## config.mk

```make
export PLATFORM = sky130hd
export DESIGN_NAME = updown_counter_param_flat
export DESIGN_NICKNAME = d
export VERILOG_FILES = /design/src/rtl/updown_counter_param_pkg.sv /design/src/rtl/updown_counter_param_if.sv /design/src/rtl/updown_counter_param_clk_en_div.sv /design/src/rtl/updown_counter_param.sv /design/src/flat_wrapper.sv
export SDC_FILE = /design/constraint.sdc
export NUM_CORES = 1
export LEC_CHECK = 0
export CAP_MARGIN = 20
export CORE_UTILIZATION = 25
export DETAILED_ROUTE_END_ITERATION = 7
export SYNTH_ARGS = -nofsm -noshare
export SYNTH_HDL_FRONTEND = slang
export SYNTH_HIERARCHICAL = 1
export SYNTH_SLANG_ARGS = --single-unit
```

## constraint.sdc

```tcl
create_clock -name clk -period 4.9 [get_ports clk]
set_clock_uncertainty 0.15 [all_clocks]
set_input_delay 0.98 -clock clk [delete_from_list [all_inputs] [get_ports clk]]
set_output_delay 0.98 -clock clk [all_outputs]
set_load 0.05 [all_outputs]
```

## src/rtl/updown_counter_param_pkg.sv

```systemverilog
// Shared constants and sizing helper for the parametrised up/down counter.
package counter_pkg;

  localparam logic DIR_UP    = 1'b0;
  localparam logic DIR_DOWN  = 1'b1;
  localparam logic MODE_WRAP = 1'b0;
  localparam logic MODE_SAT  = 1'b1;

  // Bits needed to hold 0..val-1, never less than one bit.
  function automatic int unsigned clog2_min1(input int unsigned val);
    int unsigned w;
    w = 1;
    while ((32'd1 << w) < val) begin
      w = w + 1;
    end
    return w;
  endfunction

endpackage

```

## src/rtl/updown_counter_param_if.sv

```systemverilog
// Control/data bundle between a counter user (master) and the counter (slave).
interface updown_counter_param_if #(
  parameter int unsigned WIDTH = 4
);

  logic             en;
  logic             sclr;
  logic             load;
  logic             dir;
  logic             sat;
  logic [WIDTH-1:0] din;
  logic [WIDTH-1:0] q;
  logic             tick;
  logic             tc;

  modport master (
    output en, sclr, load, dir, sat, din,
    input  q, tick, tc
  );

  modport slave (
    input  en, sclr, load, dir, sat, din,
    output q, tick, tc
  );

endinterface

```

## src/rtl/updown_counter_param_clk_en_div.sv

```systemverilog
// Enable prescaler: strobes tick once every DIV enabled clocks; holds its phase while en is low.
module clk_en_div
  import counter_pkg::*;
#(
  parameter int unsigned DIV = 3
) (
  input  logic clk,
  input  logic rst,
  input  logic clr,
  input  logic en,
  output logic tick
);

  localparam int unsigned   PW        = clog2_min1(DIV);
  localparam logic [PW-1:0] PCNT_LAST = PW'(DIV - 1);

  logic [PW-1:0] pcnt_q;
  logic [PW-1:0] pcnt_d;

  always_comb begin
    pcnt_d = pcnt_q;
    if (clr) begin
      pcnt_d = '0;
    end else if (en) begin
      if (pcnt_q == PCNT_LAST) begin
        pcnt_d = '0;
      end else begin
        pcnt_d = pcnt_q + PW'(1);
      end
    end else begin
      pcnt_d = pcnt_q;
    end
  end

  always_ff @(posedge clk) begin
    if (rst) begin
      pcnt_q <= '0;
    end else begin
      pcnt_q <= pcnt_d;
    end
  end

  assign tick = en && (pcnt_q == PCNT_LAST);

endmodule

```

## src/rtl/updown_counter_param.sv

```systemverilog
// Parametrised up/down counter with built-in prescaler, wrap/saturate mode and terminal-count pulse.
module updown_counter_param
  import counter_pkg::*;
#(
  parameter int unsigned WIDTH   = 4,
  parameter int unsigned MAX     = (2 ** WIDTH) - 1,
  parameter int unsigned RST_VAL = 8,
  parameter int unsigned DIV     = 3
) (
  input  logic                  clk,
  input  logic                  rst,
  updown_counter_param_if.slave bus
);

  localparam logic [WIDTH-1:0] MAX_V = WIDTH'(MAX);
  localparam logic [WIDTH-1:0] RST_V = WIDTH'(RST_VAL);

  logic [WIDTH-1:0] q_q;
  logic [WIDTH-1:0] q_d;
  logic             tick_s;
  logic             at_limit_s;

  clk_en_div #(
    .DIV (DIV)
  ) u_div (
    .clk  (clk),
    .rst  (rst),
    .clr  (bus.sclr),
    .en   (bus.en),
    .tick (tick_s)
  );

  // >= / == guards keep any out-of-range value moving back into 0..MAX.
  always_comb begin
    q_d = q_q;
    if (bus.sclr) begin
      q_d = '0;
    end else if (tick_s) begin
      if (bus.load) begin
        q_d = (bus.din > MAX_V) ? MAX_V : bus.din;
      end else if (bus.dir == DIR_UP) begin
        if (q_q < MAX_V) begin
          q_d = q_q + WIDTH'(1);
        end else if (bus.sat == MODE_WRAP) begin
          q_d = '0;
        end else begin
          q_d = MAX_V;
        end
      end else begin
        if (q_q != '0) begin
          q_d = q_q - WIDTH'(1);
        end else if (bus.sat == MODE_WRAP) begin
          q_d = MAX_V;
        end else begin
          q_d = '0;
        end
      end
    end else begin
      q_d = q_q;
    end
  end

  always_ff @(posedge clk) begin
    if (rst) begin
      q_q <= RST_V;
    end else begin
      q_q <= q_d;
    end
  end

  assign at_limit_s = (bus.dir == DIR_UP) ? (q_q >= MAX_V) : (q_q == '0);

  assign bus.q    = q_q;
  assign bus.tick = tick_s;
  assign bus.tc   = tick_s && !bus.load && !bus.sclr && at_limit_s;

endmodule

```

## src/flat_wrapper.sv

```systemverilog
// flat-port wrapper written by rule: the top's interface ports become plain ports
module updown_counter_param_flat import counter_pkg::*;
#(
  parameter int unsigned WIDTH   = 4,
  parameter int unsigned MAX     = (2 ** WIDTH) - 1,
  parameter int unsigned RST_VAL = 8,
  parameter int unsigned DIV     = 3
)
  (clk, rst, bus_en, bus_sclr, bus_load, bus_dir, bus_sat, bus_din, bus_q, bus_tick, bus_tc);
  updown_counter_param_if #(.WIDTH(WIDTH)) bus_i ();
  input  logic clk;
  input  logic rst;
  input wire logic [$bits(bus_i.en)-1:0] bus_en;
  input wire logic [$bits(bus_i.sclr)-1:0] bus_sclr;
  input wire logic [$bits(bus_i.load)-1:0] bus_load;
  input wire logic [$bits(bus_i.dir)-1:0] bus_dir;
  input wire logic [$bits(bus_i.sat)-1:0] bus_sat;
  input wire logic [$bits(bus_i.din)-1:0] bus_din;
  output wire logic [$bits(bus_i.q)-1:0] bus_q;
  output wire logic [$bits(bus_i.tick)-1:0] bus_tick;
  output wire logic [$bits(bus_i.tc)-1:0] bus_tc;
  assign bus_i.en = bus_en;
  assign bus_i.sclr = bus_sclr;
  assign bus_i.load = bus_load;
  assign bus_i.dir = bus_dir;
  assign bus_i.sat = bus_sat;
  assign bus_i.din = bus_din;
  assign bus_q = bus_i.q;
  assign bus_tick = bus_i.tick;
  assign bus_tc = bus_i.tc;
  updown_counter_param #(.WIDTH(WIDTH), .MAX(MAX), .RST_VAL(RST_VAL), .DIV(DIV)) u_core (.clk(clk), .rst(rst), .bus(bus_i));
endmodule
```

# == Word level (Yosys, flattened, before mapping) ==
# Cells that the tools add are included.
# classes
n_addsub,3
n_lt_le_gt_ge,3
eq_ne,1
n_mux,11
n_reduce_logical,10
# ops
op,n
two-way mux 4 bit,9
"adder 4 x 1 -> 4 bit, second input constant",1
"greater-or-equal comparator 4 bit, second input constant",1
"> comparator 4 bit, second input constant",1
logical AND 1 bit,4
zero test 4 bit,1
"< comparator 4 bit, second input constant",1
nonzero test 4 bit,1
"subtractor 4 x 1 -> 4 bit, second input constant",1
"adder 2 x 1 -> 2 bit, second input constant",1
"equality test 2 bit, second input constant",1
zero test 1 bit,2
two-way mux 2 bit,1
nonzero test 2 bit,1
OR reduction 2 bit,1
two-way mux 1 bit,1
# word_totals
ff_bits,6
input_bits,11
output_inout_bits,6
word_cells,31

# == Depth between registers and ports, before layout ==
# depth
word_depth,6
depth_mapped,6
depth_no_buf,6

# == By module ==
# The synthesis kept the hierarchy.
# modules_own_cells
mod,instances,cells_per_inst,area_per_inst_um2,seq_area_each_um2
updown_counter_param,1,61,451.7,80.1
clk_en_div,1,9,97.6,40.0

# == Worst setup path after synthesis ==
# No wires, ideal clock.
# synth_path
path_type,input -> output
from,input port bus_en
to,output port bus_tc
t_arrival_ns,2.787
t_required_ns,3.770
setup_slack_ns,0.983
cell_stages,3
path_buffers,0
path_cell_list,and3b_1 -> nand2b_1 -> nor3_1
# synth_via
elab_chain_cells,4
# synth_lines
element,line,rtl
"start, declared",flat_wrapper.sv:13,input wire logic [$bits(bus_i.en)-1:0] bus_en;
logical AND 1 bit,updown_counter_param_clk_en_div.sv:43,assign tick = en && (pcnt_q == PCNT_LAST);
logical AND 1 bit (3 in series),updown_counter_param.sv:75,assign bus.tc = tick_s && !bus.load && !bus.sclr && at_limit_s;
"end, declared",flat_wrapper.sv:21,output wire logic [$bits(bus_i.tc)-1:0] bus_tc;
# No other way between the ends.

# == Final worst setup path ==
# layout_path
from,input port bus_dir
to,output port bus_tc
# layout_via
elab_chain_cells,2
# layout_lines
element,line,rtl
"start, declared",flat_wrapper.sv:16,input wire logic [$bits(bus_i.dir)-1:0] bus_dir;
two-way mux 1 bit,updown_counter_param.sv:71,assign at_limit_s = (bus.dir == DIR_UP) ? (q_q >= MAX_V) : (q_q == '0);
logical AND 1 bit,updown_counter_param.sv:75,
# No other way between the ends.

==> results.md <==
* Crit path time final at 4200 ps
* Synth area leader: dfxtp_1
* Top cells by area, synth: dfxtp_1 (22%), nand2b_1 (5.7%), a21oi_1 (5.5%)
* Largest net degree at the start of global routing at 14
* #FFs+latches synth at 6
* I/O Buffers at 16
* Antenna violations before repair at 0
* Horiz. Die Dim at 48.9 um
* Crit path DAT at 3070 ps
* FFs w/ async S/R, synth at 0%
* Post-CTS Setup Repair Bufs at 0
* Max Cap Viol at 0
* Vias in the first global route at 497
* Fin worst setup slack at 697 ps
* Reg area at 120 um^2
* Outcome: finished clean
* Top-area cell type share of the netlist area at 21.9%
* DIE AREA at 2390 um^2
* Nets at 101
* Clk buf depth at 2
* HPWL Detailed at 1.08 mm
* Worst hold path stage count at 2
* Synth Flop Type: dfxtp_1
* N_diodes at 0
* Worst reg-to-reg setup slack at 2850 ps
* Critical Path Sink Type: output port
* Worst-Skew Late Latency at 240 ps
* Reg clk slew, reported paths at 40 ps
* Pre-CTS setup slack at 708 ps
* # resized after CTS at 0
* Slew HR at 67.0%
* Hold Slack at 354 ps
* Synthesized instance count at 70
* Commonest cells post-synth: a21oi_1 (6), dfxtp_1 (6), inv_1 (6), nand2b_1 (5)
* Worst Tran Pin Value at 494 ps
* Dpl cell area at 723 um^2
* Hold path startpoint: u_core/u_div/pcnt_q[1]$_SDFFE_PP0P_
* Via/cell ratio at 5.30
* First-pass GRT wire length at 2.28 mm
* RSZ-0062 raised after global routing: false
* Critical path class: in2out
* Final Hold Vio Count at 0
* Setup TNS at 0 ps
* Initial DRT Pass Iterations at 4
* Hold buffers post-CTS at 0
* Leak Pwr at 0.278 nW
* Synthesis warning total at 6
* Starting Density at 27.2%
* H-tree depth at 1
* Layout cells sized above 1 at 6.98%
* HP Class: reg2reg
* Sequential area share after synthesis at 21.9%
* DR iter-0 viols at 7
* FILL cells at 221
* Crit Path Max Fanout at 11
* Via count at 599
* Mapped Nets at 83
* Max IR drop VDD at 0.0900 mV
* F_max at 0.238 GHz
* Routed WL at 1.46 mm
* Layout area overhead at 35.8%
* Post-synth EDFFs at 0
* Avg WL per Cell at 12.9 um
* DRC at 0
* GR Util All Layers at 12.6%
* Setup violations, final at 0
* Util after Layout at 36.9%
* Final Max Slew Viols at 0
* Worst EP required at 3770 ps
* IO Count at 17
* Post-route ant nets at 0
* CTS tree: built
* Cts bufs inserted at 3
* Period utilization at 85.8%
* Final instance area at 746 um^2
* R2R cell count at 6
* GP Congestion at 0.726
* Startpoint types: primary input
* Yosys cell types at 35
* Root buffer cell: clkbuf_4
* Multi-input logic area at 387 um^2
* Die Y at 48.9 um
* Placement Rows at 16
* Power per cell area at 171 nW/um^2
* Netlist Area Pre-Place at 549 um^2
* Worst r2r src: u_core/bus.q[0]$_SDFFE_PP0P_
* Syn Area/Cell at 7.85 um^2
* Worst reg2reg endpoint: u_core/bus.q[1]$_SDFFE_PP0P_
* Sinks on Clock Net at 6
* Core area at 2020 um^2
* Worst Hold End: u_core/u_div/pcnt_q[1]$_SDFFE_PP0P_
* Grt ovf at 0
-- state kept, by name, summed over array words and instances, names as in the netlist --
name / cells
u_core/bus.q: 4
u_core/u_div/pcnt_q: 2
-- stage by stage --
stage / power (mW) / std cells
finish: 0.127 / 113
global placement: 0.0816 / 110
CTS: 0.130 / 113
floorplan: 0.0690 / 70
global route: 0.135 / 113
detailed placement: 0.0823 / 110
-- worst max-delay path by stage --
| stage | startpoint | endpoint | slack [ps] | cells after the start |
|---|---|---|---|---|
| floorplan | bus_en | bus_tc | 980 | 3 |
| global placement | bus_dir | bus_tc | 760 | 5 |
| detailed placement | bus_dir | bus_tc | 710 | 5 |
| CTS | bus_dir | bus_tc | 710 | 5 |
| global route | bus_dir | bus_tc | 590 | 5 |
| finish | bus_dir | bus_tc | 700 | 5 |
-- power by group --
group	internal, mW	total (mW)	switching [mW]
sequential	0.0501	0.0522	0.00210
clock	0.0277	0.0457	0.0179
combinational	0.0157	0.0294	0.0137
total	0.0936	0.127	0.0337
-- cells in the final DEF, fill, tap and decap left out, drive strengths merged --
cell type | netlist | routed
nor4 | 2 | 2
a32o | 1 | 1
nand2b | 5 | 5
a2111o | 1 | 1
nor4bb | 1 | 1
nand3b | 3 | 3
and4b | 2 | 2
dfxtp | 6 | 6
a311o | 1 | 1
a21oi | 6 | 6
nor2b | 4 | 4
and3 | 2 | 2
clkdlybuf4s50 | 0 | 16
or3b | 1 | 1
ha | 2 | 2
o21bai | 1 | 1
or3 | 2 | 2
o21ai | 3 | 3
nor3b | 1 | 1
nor3 | 3 | 3
nand2 | 2 | 2
inv | 6 | 6
o22ai | 2 | 2
nor2 | 2 | 2
clkbuf | 1 | 3
a31oi | 1 | 1
a22o | 2 | 2
and3b | 1 | 1
a211oi | 3 | 3
a221oi | 1 | 1
-- worst max-delay path: stages --
cell             delay, ps
clkdlybuf4s50_1        650
nor4bb_1               330
nor2_1                 100
nor3_1                 190
clkdlybuf4s50_1        830
-- kinds of logic after synthesis --
group,count (synthesis),share of synthesized area (%)
simple gates,31,37.4
buf+inv,9,7.74
fa+ha+maj,2,4.56
flops,6,21.9
compound gates,22,28.5
-- cell type report --
cell class	instances	share of cell area [%]
Clock buffer	3	3.02
Inverter	6	3.02
Multi-Input combinational cell	55	51.8
Sequential cell	6	16.1
Tap cell	27	4.53
Timing Repair Buffer	16	21.5
-- routing by layer --
| metal | share of wire, % | vias to the layer above | GRT usage (%) |
|---|---|---|---|
| met5 | 0 | - | 0 |
| met4 | 0 | 0 | 4.41 |
| met3 | 4.9 | 0 | 4.05 |
| met2 | 48 | 17 | 19.2 |
| met1 | 47 | 281 | 16.4 |
| li1 | - | 301 | - |
Power figures use the tool's default switching activity.
